[config.mk]
export PLATFORM = sky130hd
export DESIGN_NAME = johnson_pwm_decoder
export DESIGN_NICKNAME = d
export VERILOG_FILES = /design/src/rtl/johnson_pwm_decoder.sv
export SDC_FILE = /design/constraint.sdc
export NUM_CORES = 1
export LEC_CHECK = 0
export ABC_CLOCK_PERIOD_IN_PS = 4900
export CAP_MARGIN = 20
export CORE_ASPECT_RATIO = 0.6
export CORE_MARGIN = 2
export CORE_UTILIZATION = 48
export DETAILED_ROUTE_END_ITERATION = 6
export GPL_ROUTABILITY_DRIVEN = 0
export PLACE_DENSITY = 0.78
export SLEW_MARGIN = 20
export SYNTH_ARGS = -nofsm -noshare
export SYNTH_HDL_FRONTEND = slang
export SYNTH_SLANG_ARGS = --single-unit
[constraint.sdc]
create_clock -name clk -period 4.9 [get_ports clk]
set_clock_uncertainty 0.1 [all_clocks]
set_input_delay 0.49 -clock clk [delete_from_list [all_inputs] [get_ports clk]]
set_output_delay 0.49 -clock clk [all_outputs]
set_load 0.01 [all_outputs]
[src/rtl/johnson_pwm_decoder.sv]
// Johnson-counter state to 16-step PWM, with a double-buffered duty and phase/wrap/error reporting.
// Ports: clk, rst_n (async active-high), jc_in, duty_in/duty_valid/duty_ready, pwm_out, phase, wrap, wrap_cnt, err; option JPWM_SYNC_EN.
module johnson_pwm_decoder (
  input  logic       clk,
  input  logic       rst_n,
  input  logic [7:0] jc_in,
  input  logic [4:0] duty_in,
  input  logic       duty_valid,
  output logic       duty_ready,
  output logic       pwm_out,
  output logic [3:0] phase,
  output logic       wrap,
  output logic [7:0] wrap_cnt,
  output logic       err
);

  logic [7:0] smp;

`ifdef JPWM_SYNC_EN
  logic [7:0] sync1;
  logic [7:0] sync2;

  always_ff @(posedge clk or posedge rst_n) begin
    if (rst_n) begin
      sync1 <= 8'h00;
      sync2 <= 8'h00;
    end else begin
      sync1 <= jc_in;
      sync2 <= sync1;
    end
  end

  assign smp = sync2;
`else
  assign smp = jc_in;
`endif

  logic       legal;
  logic [3:0] dph;

  always_comb begin
    legal = 1'b1;
    dph   = 4'd0;
    case (smp)
      8'h00:   dph = 4'd0;
      8'h80:   dph = 4'd1;
      8'hC0:   dph = 4'd2;
      8'hE0:   dph = 4'd3;
      8'hF0:   dph = 4'd4;
      8'hF8:   dph = 4'd5;
      8'hFC:   dph = 4'd6;
      8'hFE:   dph = 4'd7;
      8'hFF:   dph = 4'd8;
      8'h7F:   dph = 4'd9;
      8'h3F:   dph = 4'd10;
      8'h1F:   dph = 4'd11;
      8'h0F:   dph = 4'd12;
      8'h07:   dph = 4'd13;
      8'h03:   dph = 4'd14;
      8'h01:   dph = 4'd15;
      default: legal = 1'b0;
    endcase
  end

  logic [4:0] active;
  logic [4:0] pend;
  logic       pend_v;
  logic       prev_legal;
  logic       hs;
  logic [4:0] clamp;
  logic       wrap_now;
  logic [4:0] act_nxt;

  assign duty_ready = ~pend_v;
  assign hs         = duty_valid & ~pend_v;
  assign clamp      = (duty_in > 5'd16) ? 5'd16 : duty_in;

  // phase holds the last legal decode, so with prev_legal set it is the
  // previous sample's phase.
  assign wrap_now = legal & (dph == 4'd0) & prev_legal & (phase == 4'd15);

  // The wrap sample is already compared against the incoming duty.
  always_comb begin
    act_nxt = active;
    if (wrap_now) begin
      if (pend_v)  act_nxt = pend;
      else if (hs) act_nxt = clamp;
    end
  end

  always_ff @(posedge clk or posedge rst_n) begin
    if (rst_n) begin
      active     <= 5'd0;
      pend       <= 5'd0;
      pend_v     <= 1'b0;
      prev_legal <= 1'b0;
      pwm_out    <= 1'b0;
      phase      <= 4'd0;
      wrap       <= 1'b0;
      wrap_cnt   <= 8'd0;
      err        <= 1'b0;
    end else begin
      active     <= act_nxt;
      prev_legal <= legal;
      wrap       <= wrap_now;
      if (wrap_now) begin
        wrap_cnt <= wrap_cnt + 8'd1;
        pend_v   <= 1'b0;
      end else if (hs) begin
        pend     <= clamp;
        pend_v   <= 1'b1;
      end
      if (legal) begin
        phase   <= dph;
        pwm_out <= ({1'b0, dph} < act_nxt);
      end else begin
        pwm_out <= 1'b0;
        err     <= 1'b1;
      end
    end
  end

endmodule

After elaboration in Yosys (flattened, before gate mapping)
Index checks and enable logic that the tools add are counted.

Output and inout port bits: 16. Latch bits: 0. Memories: 0. Input bits: 16. Register bits after elaboration: 27. Memory bits (writable): 0. ROM bits: 0.

Order comparisons: 2. Bitwise operators: 6. Reduce and logical (&&, ||, !) cells: 5. Equality and inequality tests: 16. Shift operators: 0. Mux-type cells: 9. $mul: 0. Divide/modulo/power cells: 0. Add/sub/neg operators: 1.

Operator list (count): equality test 8 bit, second input constant (8); one-hot mux 4 bit (15 select lines) (1); two-way mux 5 bit (4); OR reduction 16 bit (1); adder 8 x 1 -> 8 bit, second input constant (1); equality test 8 x 1 -> 1 bit, second input constant (1); equality test 8 x 2 -> 1 bit, second input constant (1); equality test 8 x 3 -> 1 bit, second input constant (1); equality test 8 x 4 -> 1 bit, second input constant (1); equality test 8 x 5 -> 1 bit, second input constant (1); equality test 8 x 6 -> 1 bit, second input constant (1); equality test 8 x 7 -> 1 bit, second input constant (1); zero test 8 bit (1); greater-than comparator 5 bit, second input constant (1); < comparator 4 x 5 -> 1 bit (1); bitwise AND 1 bit (4); equality test 4 bit, second input constant (1); zero test 4 bit (1); two-way mux 1 bit (4); NOT 1 bit (2); AND reduction 2 bit (1); nonzero test 2 bit (1).

Depth between registers and ports, before layout
Gate-level depths: netlist of run 1.

Word-level depth: 9. Mapped depth: 14.

Worst setup path before layout of run 1
Ideal clock, no wire load.

Path kind: input-to-reg. From: input port jc_in[6]. To: register pwm_out. Stages on the path: 13. Buffers on the path: 2. Data arrival time: 3.380 ns. Slack: 1.338 ns. Cells stage by stage: clkbuf_1 -> or4_4 -> a2111oi_4 -> nand4_2 -> a2111oi_4 -> buf_6 -> nand2_1 -> o22a_1 -> o21ai_0 -> ha_1 -> a2111oi_0 -> o2111ai_1 -> a31oi_1.

Word-level cells in the longest chain between the ends: 9.

RTL lines: start, declared (RTL line 6) `input logic [7:0] jc_in,`; equality test 8 x 1 -> 1 bit (tied with other cells) (RTL line 44) `case (smp)`; one-hot mux 4 bit (15 select lines) or OR reduction 16 bit (tied branches); zero test 4 bit or two-way mux 1 bit (tied branches) (RTL line 80, 44); bitwise AND 1 bit (3 in a row) (RTL line 80) `assign wrap_now = legal & (dph == 4'd0) & prev_legal & (phase == 4'd15);`; two-way mux 5 bit (RTL line 85) `if (wrap_now) begin`; < comparator 4 x 5 -> 1 bit (RTL line 115) `pwm_out <= ({1'b0, dph} < act_nxt);`; two-way mux 1 bit (*) (RTL line 113) `if (legal) begin`; end signal, assigned (RTL line 115); end, declared (RTL line 10) `output logic pwm_out,`.

Every way passes the cells marked *; elsewhere a longest branch is shown, timed or not. A chain may end at the register's enable or synchronous reset.

Worst setup path after layout of run 1
From: input port jc_in[5]. To: register pwm_out.

Same word-level chain as after synthesis.

==> flow_results.org, run 1 <==
** Layout
- Ant. Diodes :: 0
- The final layout contains ~200 nets.
- Total of fill cells in the finished design :: around 250
- In the final layout, the share of cells above drive strength 1 is about 11%.
- In the layout the commonest cells are sky130_fd_sc_hd__clkdlybuf4s50_1 (31), sky130_fd_sc_hd__dfrtp_1 (27), sky130_fd_sc_hd__inv_1 (11).
- Leaving out fill and tap cells, the most frequent cell in the layout is sky130_fd_sc_hd__clkdlybuf4s50_1.
- Growth of design area from synthesis to finish :: 24.8%

** Critical path
- The largest individual stage delay along the critical path comes from the cell sky130_fd_sc_hd__or4_4.
- The critical path in this run is classified as in -> reg.
- In this run the critical register-to-register path is captured at pwm_out$_DFF_PP0_.
- Logic depth of the worst register-to-register path :: 11
- Bufs and invs on worst path :: 2
- The worst setup path is launched from a primary input.
- Most frequent CP cell :: sky130_fd_sc_hd__a2111oi_4
- In this design, the stage delay of the slowest critical-path cell is around 580 ps.
- The signal on the critical path passes through clkdlybuf4s50_1, or4_4, a2111oi_4, nand4_2, a2111oi_4, buf_4, nand2_1, o22a_1, o21ai_0, ha_1, a2111oi_0, o2111ai_1, a31oi_1.
- R2R Path Start :: phase[2]$_DFFE_PP0P_
- Family of cells with the greatest summed delay on the critical path :: compound AO/OA/AOI/OAI gates
- Highest net fanout along the worst path :: 11
- The worst setup path is captured at a flip-flop.
- At the worst endpoint, the arrival time is about 4300 ps.
- Across all register-to-register paths, the minimum setup slack is 1950 ps.
- STA puts the critical path data required time at 4990 ps.

** Clock tree
- Total clock buffers created by CTS :: 3
- For the worst-skew pair, the clock arrives at the later sink with an insertion delay of approximately 270 ps.
- TritonCTS clock tree :: built
- Post-CTS Hold Fix Bufs :: 0
- Clock-pin slew was measured on the worst setup and hold paths at ~90 ps.
- The clock net in this run drives a total of 27 sinks.
- Level count of the clock H-tree :: 1
- Max Root-Sink Buffers :: 2
- CTS root buffer :: sky130_fd_sc_hd__clkbuf_8
- Post-CTS setup repair buffer count :: 0
- In this run, post-CTS repair resized a total of 0 instances.

** Route
- In the routed design, unresolved DRC markers number 0.
- The detailed router placed about 1300 vias in this run.
- After detailed routing, the average wire length per cell comes to around 17 µm.
- In this run, the number of DRC markers left after iteration 0 of detailed routing was 132.
- Wire length after detailed routing :: a little under 4000 µm
- After detailed routing, the number of vias per cell comes to slightly below 6.
- Count of TritonRoute iterations in the first routing pass :: 4
- The detail route stage leaves a number of antenna-violating nets equal to 0.

** Placed design
- Count of input and output buffers :: 31
- Worst setup slack after placement :: around 470 ps
- After legalization and detailed placement, the total HPWL measured between 2000 and 3000 µm.

** Yosys
- Ys flop type :: sky130_fd_sc_hd__dfrtp_1
- Each instance of the synthesized netlist takes up on average ~11 µm².
- The mapped netlist covers roughly 0.0016 mm².
- Share of synthesized registers carrying an async set or reset :: between 90% and 100%
- Total nets after synthesis :: 170
- The cell count after synthesis came out at 150.
- Share of the yosys chip area belonging to registers :: around 43%
- Count of distinct cell types in the synthesized netlist :: between 40 and 50
- Yosys mapped a number of flops with a built-in enable equal to 0.
- In this run, synthesis produced a sequential element count of 27.
- During synthesis, Yosys emitted a total of 0 warnings.

** Timing
- Measured against its own limit, the worst slew margin works out to around 57%.
- Period minus WS final :: between 4000 and 5000 ps
- Actual slew at the worst max-slew pin :: around 650 ps
- For this run, the top clock speed supported by timing is between 200 and 250 MHz.
- Part of the cycle the worst path needs :: between 80% and 90%
- The count of final hold-check violations was 0.
- Post-Route Setup TNS :: 0 ps
- Fin Hold WS :: 378 ps
- Setup repair after global routing left no endpoint under its margin.
- After layout, the worst setup slack is roughly 700 ps.
- Final count of pins violating max slew :: 0
- Final-report setup violation count :: 0

** Floorplan
- Floorplan core area :: ~0.0032 mm²
- Vert. Die Dim :: 48.5 µm
- The die is between 70 and 80 µm wide.
- The die covers approximately 0.0038 mm².
- For this configuration, the core starts out at a cell density of between 40% and 50%.
- 32 I/O pins were placed.
- Site Rows :: 16

** Power
- Pwr Density :: 231 mW/mm²
- Summed over all cells, the static leakage comes to 0.863 nW.
- The worst-case IR drop observed on VDD is ~0.00013 V.
- Sum of internal, switching and leakage power :: 0.458 mW

** Global route
- Entering global routing, the biggest net connects 28 pins.
- All-layer global routing usage :: between 20% and 30%
- The first global-routing pass estimated around 6500 µm of wire.
- Global Route met1 Usage :: about a third
- M2 GR Usage :: ~33%
- In this run the most used layer during global routing was met2.
- Met3 capacity usage during global routing :: 5.78%
- Number of antenna violations at the first check in global routing :: 0
- Vias in the first global route :: ~1300
- The total overflow left after global routing is 0.

** Status
- Result of the run :: finished clean

** Job
- Max-cap violations in this run came to 0.

** Hold path
- Kind of path behind the tightest hold check :: reg -> reg
- In this run the most critical hold path is launched from err$_DFFE_PP0N_.
- Capture endpoint of the worst hold path :: err$_DFFE_PP0N_
- Cell depth of the worst hold path :: 1
## worst reg2reg max path, delay by kind of cell (launching register included)
family,cells,cell delay [ps]
flip-flops,1,390
AND/OR/NAND/NOR,3,450
buffers and inverters,1,250
adder cells (fa/ha/maj),1,290
AO/OA/AOI/OAI,6,1400
## cell type report
type                            instances  area [µm²]  share of cell area [%]
Clock buffer                            3        41.3                    2.09
Clock inverter                          1        5.00                   0.253
Inverter                               12        45.0                    2.28
Multi-Input combinational cell        104         815                    41.2
Sequential cell                        27         676                    34.2
Tap cell                               45        56.3                    2.85
Timing Repair Buffer                   34         340                    17.2
## power by group
group	leakage [nW]	internal (mW)	switching (mW)
Sequential	0.347	0.237	0.0112
Clock	0.0255	0.0571	0.0698
Combinational	0.490	0.0430	0.0404
## flip-flops by register name, indices dropped and copies added (netlist names)
signal      cells
wrap_cnt        8
active          5
pend            5
phase           4
err             1
pend_v          1
prev_legal      1
pwm_out         1
wrap            1
## metrics by stage
| step | instance area, µm² | instances | util [%] |
|---|---|---|---|
| floorplan | 1590 | 150 | - |
| global placement | 1920 | 221 | 59.8 |
| detailed placement | 1920 | 221 | 59.8 |
| CTS | 1960 | 225 | 61.3 |
| global route | 1980 | 226 | 61.8 |
| finish | 1980 | 226 | 61.8 |
## kinds of logic after synthesis
group / Yosys count / synth area share, %
XOR/XNOR: 9 / 4.97
adder cells (fa/ha/maj): 4 / 3.16
AO/OA/AOI/OAI: 37 / 21.5
buffers and inverters: 19 / 6.00
flip-flops: 27 / 42.6
multiplexers: 6 / 3.95
AND/OR/NAND/NOR: 48 / 17.8
## metal layers
metal | part of all wire (%) | up-vias | routed length, µm
met5 | 0 | - | 0
met4 | 0.83 | 0 | 32
met3 | 6.5 | 6 | 249
met2 | 44 | 47 | 1680
met1 | 49 | 670 | 1880
li1 | - | 613 | -
## how the worst max path moves through the flow
stage                         from  cells after the start                end  slack, ps
after floorplan           jc_in[6]                     13  pwm_out$_DFF_PP0_       1340
after global placement    jc_in[4]                     13  pwm_out$_DFF_PP0_        710
after detailed placement  jc_in[5]                     13  pwm_out$_DFF_PP0_        470
after CTS                 jc_in[5]                     13  pwm_out$_DFF_PP0_        760
after global routing      jc_in[4]                     13  pwm_out$_DFF_PP0_        530
final                     jc_in[5]                     13  pwm_out$_DFF_PP0_        700
## cells in the mapped netlist, types with 2 or more instances
cell | number | share of area [%]
sky130_fd_sc_hd__xor2_1 | 3 | 1.7
sky130_fd_sc_hd__ha_1 | 4 | 3.2
sky130_fd_sc_hd__or4_1 | 3 | 1.4
sky130_fd_sc_hd__o21ai_0 | 5 | 1.6
sky130_fd_sc_hd__nand2_1 | 10 | 2.4
sky130_fd_sc_hd__mux2_1 | 2 | 1.4
sky130_fd_sc_hd__nor2_1 | 10 | 2.4
sky130_fd_sc_hd__and3_1 | 2 | 0.79
sky130_fd_sc_hd__a21o_1 | 5 | 2.4
sky130_fd_sc_hd__a31oi_1 | 6 | 2.4
sky130_fd_sc_hd__o22a_1 | 3 | 1.7
sky130_fd_sc_hd__clkbuf_1 | 3 | 0.71
sky130_fd_sc_hd__or2_2 | 2 | 0.79
sky130_fd_sc_hd__xnor2_1 | 6 | 3.3
sky130_fd_sc_hd__buf_6 | 3 | 2.1
sky130_fd_sc_hd__dfrtp_1 | 27 | 43
sky130_fd_sc_hd__inv_1 | 12 | 2.8
sky130_fd_sc_hd__or3_1 | 2 | 0.79
sky130_fd_sc_hd__nand3_1 | 3 | 0.95
sky130_fd_sc_hd__nor3_1 | 3 | 0.95
sky130_fd_sc_hd__a2111oi_4 | 2 | 3.5
sky130_fd_sc_hd__o21a_1 | 5 | 2.4
sky130_fd_sc_hd__nand4_1 | 4 | 1.6
sky130_fd_sc_hd__mux2i_1 | 4 | 2.5
No activity file was read; power rests on OpenSTA's default activity.
==> run 2, diff against run 1 <==
GPL_ROUTABILITY_DRIVEN = default   (was 0)
==> results of run 2 <==
No change in the layout: final DEF, timing and power equal those of run 1.
